### config.mk
export PLATFORM = sky130hd
export DESIGN_NAME = decoder_scan_seq
export DESIGN_NICKNAME = d
export VERILOG_FILES = /design/src/rtl/decoder_scan_seq.sv
export SDC_FILE = /design/constraint.sdc
export NUM_CORES = 1
export LEC_CHECK = 0
export ABC_AREA = 1
export BUFFER_PORTS_ARGS = -buffer_cell sky130_fd_sc_hd__buf_4
export CELL_PAD_IN_SITES_DETAIL_PLACEMENT = 1
export CELL_PAD_IN_SITES_GLOBAL_PLACEMENT = 1
export CORE_MARGIN = 2
export CORE_UTILIZATION = 34
export DETAILED_ROUTE_END_ITERATION = 6
export PLACE_DENSITY_LB_ADDON = 0.05
export SLEW_MARGIN = 20
export SYNTH_ARGS = -nofsm -noshare
export SYNTH_HDL_FRONTEND = slang
export SYNTH_SLANG_ARGS = --single-unit
### constraint.sdc
create_clock -name clk -period 1.7 [get_ports clk]
set_input_delay 0.17 -clock clk [delete_from_list [all_inputs] [get_ports clk]]
set_output_delay 0.17 -clock clk [all_outputs]
set_load 0.02 [all_outputs]
### src/rtl/decoder_scan_seq.sv
// Registered SEL_W-to-2**SEL_W one-hot decoder with direct-load and auto-scan modes.
// Optional `SCAN_BOUNCE_EN makes the scan ping-pong instead of wrapping modulo OUT_W.
module decoder_scan_seq #(
    parameter int unsigned SEL_W = 3,
    parameter int unsigned DWELL = 4
) (
    input  logic                  clk,
    input  logic                  rst_n,
    input  logic                  en,
    input  logic                  mode,
    input  logic                  in_valid,
    input  logic [SEL_W-1:0]      sel,
    output logic [2**SEL_W-1:0]   out,
    output logic                  out_valid,
    output logic [SEL_W-1:0]      idx,
    output logic                  wrap
);

    localparam int unsigned OUT_W = 2**SEL_W;
    localparam int unsigned CNT_W = (DWELL > 1) ? $clog2(DWELL) : 1;
    localparam logic [CNT_W-1:0] CNT_LAST = CNT_W'(DWELL - 1);
    localparam logic [SEL_W-1:0] IDX_LAST = SEL_W'(OUT_W - 1);
    localparam logic [OUT_W-1:0] ONE = OUT_W'(1);

    logic [OUT_W-1:0] out_q, out_d;
    logic [SEL_W-1:0] idx_q, idx_d;
    logic [CNT_W-1:0] cnt_q, cnt_d;
    logic             ov_q, ov_d;
    logic             wrap_q, wrap_d;
    logic [SEL_W-1:0] nxt_idx;

`ifdef SCAN_BOUNCE_EN
    logic dir_q, dir_d, go_down;

    // Endpoints override the stored direction so a jump onto an end still turns around.
    always_comb begin
        if (idx_q == IDX_LAST) begin
            go_down = 1'b1;
        end else if (idx_q == '0) begin
            go_down = 1'b0;
        end else begin
            go_down = dir_q;
        end
        nxt_idx = go_down ? idx_q - SEL_W'(1) : idx_q + SEL_W'(1);
    end
`else
    assign nxt_idx = idx_q + SEL_W'(1);
`endif

    always_comb begin
        out_d  = out_q;
        idx_d  = idx_q;
        cnt_d  = cnt_q;
        ov_d   = 1'b0;
        wrap_d = 1'b0;
`ifdef SCAN_BOUNCE_EN
        dir_d  = dir_q;
`endif
        if (!en) begin
            out_d = '0;
        end else if (!mode) begin
            cnt_d = '0;
            if (in_valid) begin
                idx_d = sel;
                out_d = ONE << sel;
                ov_d  = 1'b1;
            end
        end else begin
            if (in_valid) begin
                idx_d = sel;
                cnt_d = '0;
                ov_d  = 1'b1;
            end else if (cnt_q == CNT_LAST) begin
                cnt_d  = '0;
                idx_d  = nxt_idx;
                ov_d   = 1'b1;
                wrap_d = (nxt_idx == '0);
`ifdef SCAN_BOUNCE_EN
                dir_d  = go_down;
`endif
            end else begin
                cnt_d = cnt_q + CNT_W'(1);
            end
            out_d = ONE << idx_d;
        end
    end

    always_ff @(posedge clk) begin
        if (!rst_n) begin
            out_q  <= '0;
            idx_q  <= '0;
            cnt_q  <= '0;
            ov_q   <= 1'b0;
            wrap_q <= 1'b0;
`ifdef SCAN_BOUNCE_EN
            dir_q  <= 1'b0;
`endif
        end else begin
            out_q  <= out_d;
            idx_q  <= idx_d;
            cnt_q  <= cnt_d;
            ov_q   <= ov_d;
            wrap_q <= wrap_d;
`ifdef SCAN_BOUNCE_EN
            dir_q  <= dir_d;
`endif
        end
    end

    assign out       = out_q;
    assign idx       = idx_q;
    assign out_valid = ov_q;
    assign wrap      = wrap_q;

endmodule
==> reports/results.txt, run 1 <==
Outcome: finished clean
Reg area: 302 sq um
Register area share after synthesis: 38.2%
Flop pwr share: 51.1%
Most frequent cells in the layout: nand2_1 (32), buf_4 (21), inv_1 (16)
Final period util: 88.3%
Clk sinks: 15
Gr usage total: 17.1%
Max Buffers Root-to-Sink: 2
Worst vdd ir: 0.363 mV
Area delta synth->final: 27.5%
Sw Pwr: 0.000231 W
Vias per cell: 4.80
Die area: 2710 sq um
Vias in the first global route: 772
Combinational share of power: 20.1%
Synthesized cell area: 786 sq um
Cell breakdown of the critical path: ha_1 > inv_1 > nand2_1 > nand3_1 > nand2_1 > nor2_1 > nand3_1 > a21oi_1
Clk_lat worst skew: 0.29 ns
Worst hold path class: input pin to flop
Power share of the clock group: 28.7%
P_leak: 0.497 nW
GPL Wtd Cong: 0.784
Leading cell type in the layout, fill and taps excluded: nand2_1
Drt drc: 0
Site Rows: 17
Worst rel slew slack: 75.2%
Slew Limit Fails: 0
Area share of the largest cell type after synthesis: 38.2%
Non-Filler Instances: 167
Switching Share: 31.2%
Clock skew: 0.000760 ns
Cell taking the most area after synthesis: dfxtp_1
Ports: 21
Area of the multi-input gates: 405 sq um
Fill count: 306
Post-synthesis register bit count: 15
Setup violators final: 0
Total power: 0.000740 W
Mean post-synth cell area: 6.83 sq um
Worst path bufs/invs: 1
Setup tns final: 0 ns
Startpoint types: flop
Worst Slack Setup Final: 0.199 ns
Nets: 152
GRT overflow: 0
1st-pass router iterations: 4
Hold Vio Cnt, Final: 0
Cells after synthesis: 115
Ratio of cells with drive above 1 in the final layout: 25.9%
Starting Density: 35.9%
Largest net degree at the start of global routing: 11
DR WL/cell: 12.0 microns
Power per Cell Area: 739 nW/um^2
Slowest-stage cell, CP: dfxtp_1
DP HPWL: 1600 microns
Fin area: 1000 sq um
Slew @ Worst Pin: 0.371 ns
First-pass GRT wire length: 3370 microns
Crit path kind: flop to flop
Die Y: 52.1 microns
Antenna cells: 0
Iter 0 DRT Violations: 14
CP delay by family, top: simple AND/OR/NAND/NOR gates
Clock slew at the register clock pins of the worst setup and hold paths: 0.10 ns
Fmax: 666 MHz
Crit-path max cell delay: 0.35 ns
Max Cap Viol: 0
Synth top area cells: dfxtp_1 (38%), nand2_1 (15%), a21oi_1 (7.6%), nand3_1 (7.6%), inv_1 (7.6%)
RSZ-0062 raised after global routing: no
Chip width: 52.1 microns
# hold bufs at CTS: 0
H-tree depth: 1
CTS tree: yes
Port buffer count: 20
Final min period: 1.50 ns
Pre-CTS worst setup slack: 0.208 ns
Critical path peak fanout: 6
CP arrival: 1.72 ns
Syn nets: 127
Post-placement cell count: 163
CTS root buffer: clkbuf_4
Synth warn: 0
Critical path endpoint category: flop
Inserted Clock Buffers: 3
Final antenna-violating net count: 0
Routed via count: 801
Post-CTS Setup Bufs: 0
Placed Area: 973 sq um
Initial antenna violation count: 0
Worst Path Required: 1.92 ns
Final WL: 2000 microns
Core Area: 2190 sq um
P_int: 0.000510 W
Netlist cell types: 17
[sequential cells by signal, summed over array words and instances, names as in the netlist]
register and flops:
cnt_q 2, wrap 1, out_valid 1, idx 3, out 8
[power groups by stage]
stage | Combinational [W] | Clock, W | Sequential [W]
6_report | 0.000149 | 0.000213 | 0.000379
4_1_cts | 0.000151 | 0.000219 | 0.000378
3_5_place_dp | 0.000150 | 0 | 0.000386
5_1_grt | 0.000169 | 0.000238 | 0.000381
3_3_place_gp | 0.000147 | 0 | 0.000385
2_1_floorplan | 0.0000811 | 0 | 0.000397
[worst reg2reg max path, delay by kind of cell, from the launching register on]
kind / cells / cell delay [ns]
simple gates: 5 / 0.53
buf+inv: 1 / 0.14
flops: 1 / 0.35
compound gates: 1 / 0.14
fa+ha+maj: 1 / 0.27
[cell type report]
class | instances | share of cell area, %
tap | 28 | 3.50
inverter | 20 | 7.49
timing repair buffer | 21 | 15.7
sequential | 15 | 30.1
multi-input combinational | 79 | 40.4
clock inverter | 1 | 0.499
clock buffer | 3 | 2.25
[cell usage after synthesis (all sizes together)]
| library cell | number |
|---|---|
| nand3 | 12 |
| buf | 1 |
| a211oi | 2 |
| dfxtp | 15 |
| a21oi | 12 |
| ha | 4 |
| o21ai | 4 |
| a31oi | 1 |
| nor2 | 8 |
| nor3b | 1 |
| nand2 | 35 |
| inv | 20 |
[layer usage]
layer	vias up	track usage, %	share of wire [%]
met5	-	0	0
met4	0	6.58	1.3
met3	4	2.59	3.6
met2	15	28.7	49
met1	372	22.0	46
li1	410	-	-
[metrics by stage]
step / util, % / hold slack (ns)
3_5_place_dp: 44.4 / 0.399
2_1_floorplan: - / 0.263
6_report: 45.7 / 0.0875
4_1_cts: 45.7 / 0.0860
3_3_place_gp: 44.4 / 0.396
5_1_grt: 45.7 / 0.0846
[final timing paths]
| path | to | depth (start not counted) | startpoint | slack [ns] |
|---|---|---|---|---|
| setup / recovery | out[1]$_SDFFE_PP0N_ | 8 | cnt_q[0]$_SDFFE_PN0P_ | 0.20 |
| hold / removal | cnt_q[1]$_SDFFE_PN0P_ | 2 | en | 0.09 |
| setup reg to reg | out[1]$_SDFFE_PP0N_ | 8 | cnt_q[0]$_SDFFE_PN0P_ | 0.20 |
| hold reg to reg | out[2]$_SDFFE_PP0N_ | 2 | out[2]$_SDFFE_PP0N_ | 0.47 |
[logic make-up after synthesis]
| kind of cell | Yosys count | share of synthesized area [%] |
|---|---|---|
| adders and majority gates | 4 | 6.37 |
| AOI/OAI and AO/OA | 19 | 12.9 |
| DFF | 15 | 38.2 |
| and+or+nand+nor | 56 | 32.3 |
| buffers and inverters | 21 | 10.2 |
[timing repair]
action / in CTS / in global routing
hold endpoints to repair: 0 / 0
setup endpoints to repair: 0 / 1
resized for setup: 0 / 1
No activity file was read; power rests on OpenSTA's default activity.
==> run 2: changes to the inputs <==
--- a/config.mk
+++ b/config.mk
@@ -7,12 +7,13 @@
 export LEC_CHECK = 0
 export ABC_AREA = 1
 export BUFFER_PORTS_ARGS = -buffer_cell sky130_fd_sc_hd__buf_4
-export CELL_PAD_IN_SITES_DETAIL_PLACEMENT = 1
-export CELL_PAD_IN_SITES_GLOBAL_PLACEMENT = 1
+export CELL_PAD_IN_SITES_DETAIL_PLACEMENT = 0
+export CELL_PAD_IN_SITES_GLOBAL_PLACEMENT = 2
 export CORE_MARGIN = 2
-export CORE_UTILIZATION = 34
+export CORE_UTILIZATION = 26
 export DETAILED_ROUTE_END_ITERATION = 6
 export PLACE_DENSITY_LB_ADDON = 0.05
+export SKIP_CTS_REPAIR_TIMING = 1
 export SLEW_MARGIN = 20
 export SYNTH_ARGS = -nofsm -noshare
 export SYNTH_HDL_FRONTEND = slang
==> run 2 against run 1 <==
The flow now finishes with violations (DRC). Die area rose by 28%. Critical path depth unchanged. Count of clock-buffer cells in the layout stayed put. Via count shrank 3.2%. Total power rose by 0.72%. Non-clock buffer count is the same. Core utilization fell by 9.9 points. Clock skew rose by 0.0032 ns. Flip-flop and latch count stayed put. Maximum frequency is 2.6% higher. First-iteration DRC count did not move.
==> reports/results.txt, run 2 (synthesis gave the netlist of run 1 again) <==
Routed via count: 775 (-3.2%)
Max Buffers Root-to-Sink: 2 (unchanged)
GPL Wtd Cong: 0.751 (-4.2%)
Non-Filler Instances: 170 (+1.8%)
Crit path kind: flop to flop
Chip width: 59.0 microns (+13%)
Clk sinks: 15 (unchanged)
Most frequent cells in the layout: nand2_1 (32), buf_4 (21), inv_1 (16)
Area delta synth->final: 28.0%
Fmax: 684 MHz (+2.6%)
Hold Slack: 0.0901 ns (+0.00260 ns)
Initial antenna violation count: 0 (unchanged)
Cell breakdown of the critical path: ha_1 > inv_1 > nand2_1 > nand3_1 > nand2_1 > nor2_1 > nand3_1 > a21oi_1
Vias per cell: 4.56 (-5.0%)
Ports: 21 (unchanged)
Leading cell type in the layout, fill and taps excluded: nand2_1
Largest net degree at the start of global routing: 13 (+2)
CTS tree: yes
Hold Vio Cnt, Final: 0 (unchanged)
CP arrival: 1.68 ns (-0.04 ns)
Site Rows: 19 (+2)
Worst Slack Setup Final: 0.237 ns (+0.0385 ns)
Worst rel slew slack: 72.2% (-3.0 points)
Flop pwr share: 50.7% (-0.4 points)
Core Area: 2810 sq um (+28%)
Critical path endpoint category: flop
Area of the multi-input gates: 405 sq um (unchanged)
Worst hold path class: input pin to flop
Final period util: 86.0% (-2.3 points)
Slew Limit Fails: 0 (unchanged)
Worst Path Required: 1.92 ns (about the same)
First-pass GRT wire length: 3440 microns (+2.0%)
Setup tns final: 0 ns (unchanged)
Pre-CTS worst setup slack: 0.213 ns (+0.00458 ns)
Nets: 152 (unchanged)
DR WL/cell: 11.8 microns (-1.7%)
Max Cap Viol: 0 (unchanged)
Iter 0 DRT Violations: 14 (unchanged)
Startpoint types: flop
Critical path peak fanout: 6 (unchanged)
RSZ-0062 raised after global routing: no
Starting Density: 28.0% (-7.9 points)
Clock skew: 0.00392 ns (+0.00316 ns)
Worst path bufs/invs: 1 (unchanged)
Setup violators final: 0 (unchanged)
Final Util: 35.9% (-9.9 points)
Fill count: 334 (+9.2%)
Power per Cell Area: 741 nW/um^2 (+0.34%)
1st-pass router iterations: 6 (+2)
CTS root buffer: clkbuf_4
Failing checks: DRC
Final min period: 1.46 ns (-0.0385 ns)
Clock slew at the register clock pins of the worst setup and hold paths: 0.10 ns (about the same)
Port buffer count: 20 (unchanged)
GRT overflow: 0 (unchanged)
Drt drc: 1 (+1)
Ratio of cells with drive above 1 in the final layout: 25.9% (unchanged)
Max reg flops: 8 (unchanged)
Vias in the first global route: 746 (-3.4%)
Crit-path max cell delay: 0.36 ns (about the same)
CP delay by family, top: simple AND/OR/NAND/NOR gates
Final WL: 2000 microns (+0.10%)
Post-placement cell count: 166 (+1.8%)
Worst vdd ir: 0.421 mV (+16%)
Slew @ Worst Pin: 0.416 ns (+0.0449 ns)
Inserted Clock Buffers: 3 (unchanged)
Slowest-stage cell, CP: dfxtp_1
Outcome: complete, but fails checks
Gr usage total: 13.4% (-3.8 points)
P_leak: 0.497 nW (unchanged)
Clk_lat worst skew: 0.29 ns (about the same)
Antenna cells: 0 (unchanged)
Die Y: 59.0 microns (+13%)
Die area: 3480 sq um (+28%)
Reg area: 302 sq um (unchanged)
Sw Pwr: 0.000236 W (+2.3%)
Combinational share of power: 20.1% (about the same)
Power share of the clock group: 29.2% (+0.5 points)
H-tree depth: 1 (unchanged)
Switching Share: 31.7% (+0.49 points)
DP HPWL: 1530 microns (-3.9%)
Final antenna-violating net count: 0 (unchanged)
P_int: 0.000510 W (about the same)
-- run 2: cell counts in the layout (fill, tap and decap cells not counted) --
No cell type changed its count.
-- run 2: worst paths after layout --
check / startpoint / to / slack, ns / depth (start not counted)
worst max register to register: cnt_q[0]$_SDFFE_PN0P_ / out[1]$_SDFFE_PP0N_ / 0.24 / 8
worst min register to register: out[2]$_SDFFE_PP0N_ / out[2]$_SDFFE_PP0N_ / 0.47 / 2
worst max-delay path: cnt_q[0]$_SDFFE_PN0P_ / out[1]$_SDFFE_PP0N_ / 0.24 / 8
worst min-delay path: en / cnt_q[1]$_SDFFE_PN0P_ / 0.09 / 2
-- run 2: layer usage --
layer	share of wire (%)	track usage, %	vias to the layer above	routed length [microns]
met1	50	18.7	339	992
li1	-	-	410	-
met2	43	19.8	22	853
met3	6.6	3.49	4	132
met4	1.1	4.87	0	22
met5	0	0	-	0
-- run 2: layout make-up --
type	instances	area share, %
clock buffers	3	2.24
multi-input cells	79	40.3
well taps	31	3.86
clock inverters	1	0.498
repair buffers	21	15.7
inverters	20	7.46
flip-flops and latches	15	30.0
-- run 2: metrics by stage --
stage / power, W / area (sq um)
global route: 0.000798 / 1010
detailed placement: 0.000537 / 977
finish: 0.000746 / 1010
global placement: 0.000538 / 977
CTS: 0.000757 / 1000
floorplan: 0.000478 / 786
-- run 2: worst reg2reg max path: cells and delay by family (launching register included) --
kind                       cells  cell delay [ns]
and+or+nand+nor                5             0.50
adders and majority gates      1             0.28
buffers and inverters          1             0.12
AOI/OAI and AO/OA              1             0.14
DFF                            1             0.36
-- run 2: power by group through the flow --
stage	Sequential, W	Combinational [W]	Clock [W]
2_1_floorplan	0.000397	0.0000811	0
3_5_place_dp	0.000386	0.000151	0
4_1_cts	0.000379	0.000151	0.000228
5_1_grt	0.000382	0.000170	0.000246
3_3_place_gp	0.000386	0.000151	0
6_report	0.000378	0.000150	0.000217
